`src/rtl/r22sdf_ctrl_if.sv`:
```
// Bundles the input handshake, the stage controls and the output flags of the
// radix-2^2 SDF sequencer. The controller sits on the slave side.
interface r22sdf_ctrl_if #(
  parameter int FFT_POINTS = 64
);
  localparam int L  = $clog2(FFT_POINTS);
  localparam int NS = L / 2;

  logic          din_valid;
  logic          din_last;
  logic          din_ready;
  logic          dp_en;
  logic [NS-1:0] sel_bf2i;
  logic [NS-1:0] sel_bf2ii;
  logic [NS-1:0] jmul_bf2ii;
  logic          dout_valid;
  logic          dout_sof;
  logic [L-1:0]  dout_index;
  logic          busy;

  modport master (
    output din_valid, din_last,
    input  din_ready, dp_en, sel_bf2i, sel_bf2ii, jmul_bf2ii,
    input  dout_valid, dout_sof, dout_index, busy
  );

  modport slave (
    input  din_valid, din_last,
    output din_ready, dp_en, sel_bf2i, sel_bf2ii, jmul_bf2ii,
    output dout_valid, dout_sof, dout_index, busy
  );
endinterface

```
`src/rtl/r22sdf_ctrl.sv`:
```
// Sequencer for an N-point radix-2^2 SDF FFT: stage selects, datapath enable, flush
// and output tagging. Define R22SDF_CTRL_BITREV_EN to report dout_index bit-reversed.
module r22sdf_ctrl #(
  parameter int FFT_POINTS = 64,
  parameter int EXTRA_LAT  = 0
) (
  input logic          sys_clk,
  input logic          sys_nrst,
  r22sdf_ctrl_if.slave bus
);
  localparam int L   = $clog2(FFT_POINTS);
  localparam int NS  = L / 2;
  localparam int LAT = FFT_POINTS - 1 + EXTRA_LAT;
  localparam int LW  = $clog2(LAT + 1);
  localparam logic [LW-1:0] LAT_V = LW'(LAT);

  typedef enum logic [1:0] {
    IDLE  = 2'd0,
    RUN   = 2'd1,
    FLUSH = 2'd2
  } state_e;

  state_e        state_q, state_d;
  logic [L-1:0]  cnt_q, cnt_d;
  logic [L-1:0]  out_cnt_q, out_cnt_d;
  logic [LW-1:0] lat_cnt_q, lat_cnt_d;
  logic [LW-1:0] flush_cnt_q, flush_cnt_d;

  logic          din_ready;
  logic          dp_en;
  logic          dout_valid;
  logic [NS-1:0] sel_bf2i;
  logic [NS-1:0] sel_bf2ii;
  logic [NS-1:0] jmul_bf2ii;
  logic [L-1:0]  dout_index;

  // NOTE: sequential state uses non-blocking assignments only, so every flop samples
  // the pre-edge value of every other flop regardless of statement order.
  always_ff @(posedge sys_clk or negedge sys_nrst) begin
    if (!sys_nrst) begin
      state_q     <= IDLE;
      cnt_q       <= '0;
      out_cnt_q   <= '0;
      lat_cnt_q   <= '0;
      flush_cnt_q <= '0;
    end else begin
      state_q     <= state_d;
      cnt_q       <= cnt_d;
      out_cnt_q   <= out_cnt_d;
      lat_cnt_q   <= lat_cnt_d;
      flush_cnt_q <= flush_cnt_d;
    end
  end

  // NOTE: every signal written here gets a default first; a path that skips an
  // assignment would otherwise infer a latch.
  always_comb begin
    state_d     = state_q;
    cnt_d       = cnt_q;
    out_cnt_d   = out_cnt_q;
    lat_cnt_d   = lat_cnt_q;
    flush_cnt_d = flush_cnt_q;

    din_ready  = (state_q != FLUSH);
    dp_en      = (state_q == FLUSH) | bus.din_valid;
    dout_valid = dp_en & (lat_cnt_q == LAT_V);

    // N is a power of two, so the natural L-bit wrap gives N-1 -> 0.
    if (dp_en) begin
      cnt_d = cnt_q + L'(1);
      if (lat_cnt_q != LAT_V) lat_cnt_d = lat_cnt_q + LW'(1);
    end
    if (dout_valid) out_cnt_d = out_cnt_q + L'(1);

    unique case (state_q)
      IDLE: begin
        if (bus.din_valid) begin
          if (bus.din_last) begin
            state_d     = FLUSH;
            flush_cnt_d = LAT_V;
          end else begin
            state_d = RUN;
          end
        end
      end
      RUN: begin
        if (bus.din_valid && bus.din_last) begin
          state_d     = FLUSH;
          flush_cnt_d = LAT_V;
        end
      end
      FLUSH: begin
        // The counter reaches zero on the last flush cycle, so the drain spans LAT cycles.
        flush_cnt_d = flush_cnt_q - LW'(1);
        if (flush_cnt_q == LW'(1)) begin
          state_d     = IDLE;
          cnt_d       = '0;
          lat_cnt_d   = '0;
          out_cnt_d   = '0;
          flush_cnt_d = '0;
        end
      end
      default: state_d = IDLE;
    endcase
  end

  // Stage s pairs with counter bits L-1-2s (BF2I) and L-2-2s (BF2II).
  always_comb begin
    sel_bf2i   = '0;
    sel_bf2ii  = '0;
    jmul_bf2ii = '0;
    for (int s = 0; s < NS; s++) begin
      sel_bf2i[s]   = cnt_q[L-1-2*s];
      sel_bf2ii[s]  = cnt_q[L-2-2*s];
      jmul_bf2ii[s] = cnt_q[L-1-2*s] & ~cnt_q[L-2-2*s];
    end
  end

`ifdef R22SDF_CTRL_BITREV_EN
  always_comb begin
    dout_index = '0;
    for (int i = 0; i < L; i++) dout_index[i] = out_cnt_q[L-1-i];
  end
`else
  assign dout_index = out_cnt_q;
`endif

  assign bus.din_ready  = din_ready;
  assign bus.dp_en      = dp_en;
  assign bus.sel_bf2i   = sel_bf2i;
  assign bus.sel_bf2ii  = sel_bf2ii;
  assign bus.jmul_bf2ii = jmul_bf2ii;
  assign bus.dout_valid = dout_valid;
  assign bus.dout_sof   = dout_valid & (out_cnt_q == '0);
  assign bus.dout_index = dout_index;
  assign bus.busy       = (state_q != IDLE);
endmodule
```
`src/flat_wrapper.sv`:
```
// flat-port wrapper written by rule: the top's interface ports become plain ports
module r22sdf_ctrl_flat 
#(
  parameter int FFT_POINTS = 64,
  parameter int EXTRA_LAT  = 0
)
  (sys_clk, sys_nrst, bus_din_valid, bus_din_last, bus_din_ready, bus_dp_en, bus_sel_bf2i, bus_sel_bf2ii, bus_jmul_bf2ii, bus_dout_valid, bus_dout_sof, bus_dout_index, bus_busy);
  r22sdf_ctrl_if #(.FFT_POINTS(FFT_POINTS)) bus_i ();
  input logic sys_clk;
  input logic sys_nrst;
  input wire logic [$bits(bus_i.din_valid)-1:0] bus_din_valid;
  input wire logic [$bits(bus_i.din_last)-1:0] bus_din_last;
  output wire logic [$bits(bus_i.din_ready)-1:0] bus_din_ready;
  output wire logic [$bits(bus_i.dp_en)-1:0] bus_dp_en;
  output wire logic [$bits(bus_i.sel_bf2i)-1:0] bus_sel_bf2i;
  output wire logic [$bits(bus_i.sel_bf2ii)-1:0] bus_sel_bf2ii;
  output wire logic [$bits(bus_i.jmul_bf2ii)-1:0] bus_jmul_bf2ii;
  output wire logic [$bits(bus_i.dout_valid)-1:0] bus_dout_valid;
  output wire logic [$bits(bus_i.dout_sof)-1:0] bus_dout_sof;
  output wire logic [$bits(bus_i.dout_index)-1:0] bus_dout_index;
  output wire logic [$bits(bus_i.busy)-1:0] bus_busy;
  assign bus_i.din_valid = bus_din_valid;
  assign bus_i.din_last = bus_din_last;
  assign bus_din_ready = bus_i.din_ready;
  assign bus_dp_en = bus_i.dp_en;
  assign bus_sel_bf2i = bus_i.sel_bf2i;
  assign bus_sel_bf2ii = bus_i.sel_bf2ii;
  assign bus_jmul_bf2ii = bus_i.jmul_bf2ii;
  assign bus_dout_valid = bus_i.dout_valid;
  assign bus_dout_sof = bus_i.dout_sof;
  assign bus_dout_index = bus_i.dout_index;
  assign bus_busy = bus_i.busy;
  r22sdf_ctrl #(.FFT_POINTS(FFT_POINTS), .EXTRA_LAT(EXTRA_LAT)) u_core (.sys_clk(sys_clk), .sys_nrst(sys_nrst), .bus(bus_i));
endmodule
```
`config.mk`:
```
export PLATFORM = sky130hd
export DESIGN_NAME = r22sdf_ctrl_flat
export DESIGN_NICKNAME = d
export VERILOG_FILES = /design/src/rtl/r22sdf_ctrl_if.sv /design/src/rtl/r22sdf_ctrl.sv /design/src/flat_wrapper.sv
export SDC_FILE = /design/constraint.sdc
export NUM_CORES = 1
export LEC_CHECK = 0
export CAP_MARGIN = 40
export CORE_MARGIN = 8
export CORE_UTILIZATION = 54
export CTS_BUF_LIST = sky130_fd_sc_hd__clkbuf_4 sky130_fd_sc_hd__clkbuf_8
export DETAILED_ROUTE_END_ITERATION = 10
export PLACE_DENSITY = 0.81
export SYNTH_ARGS = -nofsm -noshare
export SYNTH_HDL_FRONTEND = slang
export SYNTH_SLANG_ARGS = --single-unit
export TNS_END_PERCENT = 100
```
`constraint.sdc`:
```
create_clock -name sys_clk -period 1.9 [get_ports sys_clk]
set_input_delay 0.38 -clock sys_clk [delete_from_list [all_inputs] [get_ports sys_clk]]
set_output_delay 0.38 -clock sys_clk [all_outputs]
set_load 0.1 [all_outputs]
```
* After elaboration in Yosys (flattened, before gate mapping)
Index checks and enable logic that the tools add are counted.
** Word-level totals
- Flip-flop bits (word level) :: 26
- Output and inout bits :: 20
** Operators by class
- $add $sub $neg :: 4
- Equality and inequality tests :: 10
- Mux-type cells :: 20
- Bitwise logic cells :: 9
- Reductions and logical operators :: 7
** Operators by type and width (number)
- $mux 6 :: 14
- $add 6x1->6 const B :: 3
- $pmux 6 s3 :: 1
- $mux 2 :: 4
- $ne 2x2->1 const B :: 4
- $eq 6x1->1 const B :: 1
- $eq 6x6->1 const B :: 1
- $logic_not 6->1 :: 1
- $ne 6x6->1 const B :: 1
- $pmux 2 s3 :: 1
- $sub 6x1->6 const B :: 1
- $and 1x1->1 :: 5
- $reduce_and 4->1 :: 1
- $not 1->1 :: 3
- $reduce_and 3->1 :: 1
- $reduce_bool 3->1 :: 1
- $eq 2x1->1 const B :: 1
- $eq 2x2->1 const B :: 1
- $logic_not 2->1 :: 1
- $ne 2x1->1 const B :: 1
- $reduce_bool 2->1 :: 1
- $logic_and 1x1->1 :: 1
- $or 1x1->1 :: 1

* Depth between registers and ports, before layout
- Word-level depth :: 6
- Gate-level depth with buffers :: 6

* Worst setup path after synthesis
Ideal clock, no wire load.
- Path kind :: register to output
- Start point :: register u_core.lat_cnt_q[0]
- End point :: output port bus_dout_sof
- Data arrival time :: 2533 ps
- Data required time :: 1520 ps
- Setup slack :: -1013 ps
- Stages on the path, launching flop included :: 6
- Buffers on the path :: 0
- Path through :: dfrtp_1 > ha_1 > and2_1 > o211ai_1 > inv_1 > and3_1
** On the way
- Cells in the longest elaborated chain, start to end :: 3
** Ends and longest elaborated chain
- start: declaration :: RTL line r22sdf_ctrl.sv:26 : logic [LW-1:0] lat_cnt_q, lat_cnt_d;
- start signal: assignment :: RTL line r22sdf_ctrl.sv:50 : lat_cnt_q <= lat_cnt_d;
- $eq 6x6->1 :: RTL line r22sdf_ctrl.sv:66 : dout_valid = dp_en & (lat_cnt_q == LAT_V);
- $and 1x1->1 :: RTL line r22sdf_ctrl.sv:66
- via bus_dout_valid :: RTL line flat_wrapper.sv:18 : output wire logic [$bits(bus_i.dout_valid)-1:0] bus_dout_valid;
- $and 1x1->1 :: RTL line r22sdf_ctrl.sv:134 : assign bus.dout_sof = dout_valid & (out_cnt_q == '0);
- end: declaration :: RTL line flat_wrapper.sv:19 : output wire logic [$bits(bus_i.dout_sof)-1:0] bus_dout_sof;
The timed path passes the listed nets, and every way through them passes these cells.

* Worst setup path in the final report
- Start point :: register u_core.lat_cnt_q[0]
- End point :: output port bus_dout_sof
** On the way
- Cells in the longest elaborated chain, start to end :: 3
** Ends and longest elaborated chain (RTL line)
- $eq 6x6->1 :: r22sdf_ctrl.sv:66
- $and 1x1->1 :: r22sdf_ctrl.sv:66
- $and 1x1->1 :: r22sdf_ctrl.sv:134
No other way between the ends.

==> run_results.csv <==
group,metric,value,unit
setup_path,r2r-end,"u_core.bus.dout_index[3]",
sta,tightestPinTransition,0.352,ns
place,place_area,2000,µm²
sta,slew_headroom,0.764,
cells_and_area,final_util,0.846,
global_routing,antenna_found_initial,0,
floorplan,pin_count,24,
floorplan,start_util,0.575,
global_routing,grt_overflow,0,
clock_network,cts_tree,"done",
place,io_buffers,23,
yosys,syn_nets,161,
yosys,yosys_most_used_dff,"dfrtp_1",
clock_network,cts_sinks,26,
setup_path,reg2reg_depth,8,
global_routing,grt_pass1_vias,1401,
status,status,"finished with violations",
setup_path,worst_setup_path_start_kind,"register",
clock_network,clock_latency,0.32,ns
routing,route.antenna.remaining_nets,0,
place,gp_congestion,0.862,
cells_and_area,nets,203,
yosys,ys_async_sr_fraction,1.00,
yosys,synth-seq-area-share,0.453,
global_routing,grt_pass1_wl,6.45,mm
routing,viasPerCell,6.06,
setup_path,crit_path_max_fanout,2,
cells_and_area,drive_gt1_frac,0.374,
yosys,yosysTopAreaCell,"dfrtp_1",
status,violations,"negative setup slack",
routing,first_iter_violations,97,
floorplan,dieArea,4570,µm²
sta,setup_viol,2,
clock_network,cts_buffers,3,
place,dpl.hpwl,2.87,mm
yosys,yosysWarnings,0,
setup_path,critical_path_class,"register to primary output",
global_routing,track_usage,0.182,
sta,min_period,2.14,ns
setup_path,worstPathArrival,1.76,ns
routing,via_count,1334,
floorplan,fp-row-count,18,
floorplan,coreArea,2500,µm²
yosys,netlist_area,1440,µm²
floorplan,die_h,67.6,µm
clock_network,postCtsHoldBufs,0,
routing,drc,0,
routing,wl,4.02,mm
min_path,hold_path_class,"input port to async pin",
clock_network,root_buffer,"clkbuf_4",
yosys,synth.top_cell.area_share,0.453,
clock_network,clockBufferDepth,2,
setup_path,r2r-start,"u_core.lat_cnt_q[1]",
run,cap_violations,0,
cells_and_area,stdcell_area,2120,µm²
clock_network,h-tree-depth,1,
yosys,netlist_top_cells_area,"dfrtp_1, ha_1, nor2_1, o21ai_0, xor2_1",
yosys,syn_inst,150,
setup_path,required,1.52,ns
cells_and_area,diodes,0,
yosys,synth-seq-cells,26,
sta,slew_violations,0,
sta,whs,0.400,ns
floorplan,die_w,67.6,µm
sta,maxClockFrequency,0.468,GHz
routing,wl_per_cell,18.3,µm
clock_network,clkTransAtPathRegs,0.14,ns
yosys,synth-edff-count,0,
sta,hold_violations,0,
yosys,post_synth.cell_area_avg,9.58,µm²
global_routing,grt_max_degree,27,
sta,setup_ws,-0.236,ns
yosys,ys_types,45,
routing,drtPass1Iterations,4,
sta,rsz0062_at_grt,"true",
setup_path,rrSetupSlack,0.07,ns
sta,fin_crit_sh,1.12,
cells_and_area,area_growth,47.3,%
sta,fin_skew,0.00706,ns
setup_path,end_kind,"primary output",
place,post-place-ws,-0.0732,ns
-- placed cells by master (no fill, tap or decap), types with 3 or more instances in the layout --
cell type and n:
dfrtp_1 17, xor2_1 6, a211oi_1 3, o21ai_0 12, buf_12 20, a21oi_1 5, o2111ai_1 3, ha_1 5
nand3_1 5, inv_1 4, nor2b_4 3, dfrtp_2 7, clkbuf_4 3, clkdlybuf4s50_1 3, nor2_1 17, buf_4 16
nand2_1 9
-- Yosys cell counts (3+ instances only) --
cell / instances
dfrtp_1: 26
nor2_1: 18
o21ai_0: 12
nand2_1: 9
ha_1: 7
a21oi_1: 6
inv_1: 6
xor2_1: 6
nand3_1: 5
a211oi_1: 3
and3_1: 3
nor2b_1: 3
o2111ai_1: 3
or3_1: 3
-- flip-flops by register name, indices dropped and copies added, names as in the netlist --
| signal | flops |
|---|---|
| u_core.state_q | 2 |
| u_core.lat_cnt_q | 6 |
| u_core.cnt_q | 6 |
| u_core.bus.dout_index | 6 |
| u_core.flush_cnt_q | 6 |
-- critical path, stage by stage, from the launching register on --
cell,delay (ns)
dfrtp_1,0.41
ha_2,0.20
and2_4,0.16
o211ai_1,0.16
clkinvlp_4,0.17
and3_4,0.17
buf_12,0.16
-- layout make-up --
class | count | area (µm²)
Fill cell | 132 | 384
Multi-Input combinational cell | 111 | 773
Inverter | 9 | 38.8
Timing Repair Buffer | 41 | 577
Clock buffer | 3 | 22.5
Sequential cell | 26 | 667
Tap cell | 30 | 37.5
-- stage by stage --
step / cells / TNS, ns
after floorplan: 150 / -0.972
after global placement: 210 / -0.0654
after detailed placement: 210 / -0.127
after CTS: 216 / -0.430
after global routing: 220 / -0.661
final: 220 / -0.450
-- layer usage --
layer,vias to the layer above,GRT usage,wire [µm]
li1,619,-,-
met1,644,0.209,1660
met5,-,0,0
met4,0,0.0601,60
met2,61,0.315,2020
met3,10,0.0563,279
-- kinds of logic after synthesis --
| logic type | synth area share |
|---|---|
| AOI/OAI and AO/OA | 0.153 |
| DFF | 0.453 |
| xor gates and xnor gates | 0.0488 |
| buffers and inverters | 0.0462 |
| adders and majority gates | 0.0610 |
| and+or+nand+nor | 0.231 |
| muxes | 0.00697 |
-- repair_timing --
| action | CTS | global route |
|---|---|---|
| pin swaps | 2 | 3 |
| buffers inserted | 3 | 4 |
| setup endpoints to repair | 3 | 5 |
| resized for setup | 3 | 9 |
-- how the worst max path moves through the flow --
| stage | startpoint | endpoint | slack (ns) | cells past startpoint |
|---|---|---|---|---|
| floorplan | u_core.state_q[1] | bus_dout_sof | -0.65 | 5 |
| global placement | bus_din_valid | bus_dout_sof | -0.04 | 5 |
| detailed placement | bus_din_valid | bus_dout_sof | -0.07 | 5 |
| CTS | u_core.lat_cnt_q[1] | bus_dout_sof | -0.21 | 6 |
| global route | u_core.lat_cnt_q[0] | bus_dout_sof | -0.33 | 6 |
| finish | u_core.lat_cnt_q[0] | bus_dout_sof | -0.24 | 6 |
Power is left out: the tool's default activity adds up to more than one toggle a clock period on the data nets, which glitch-free logic cannot reach.
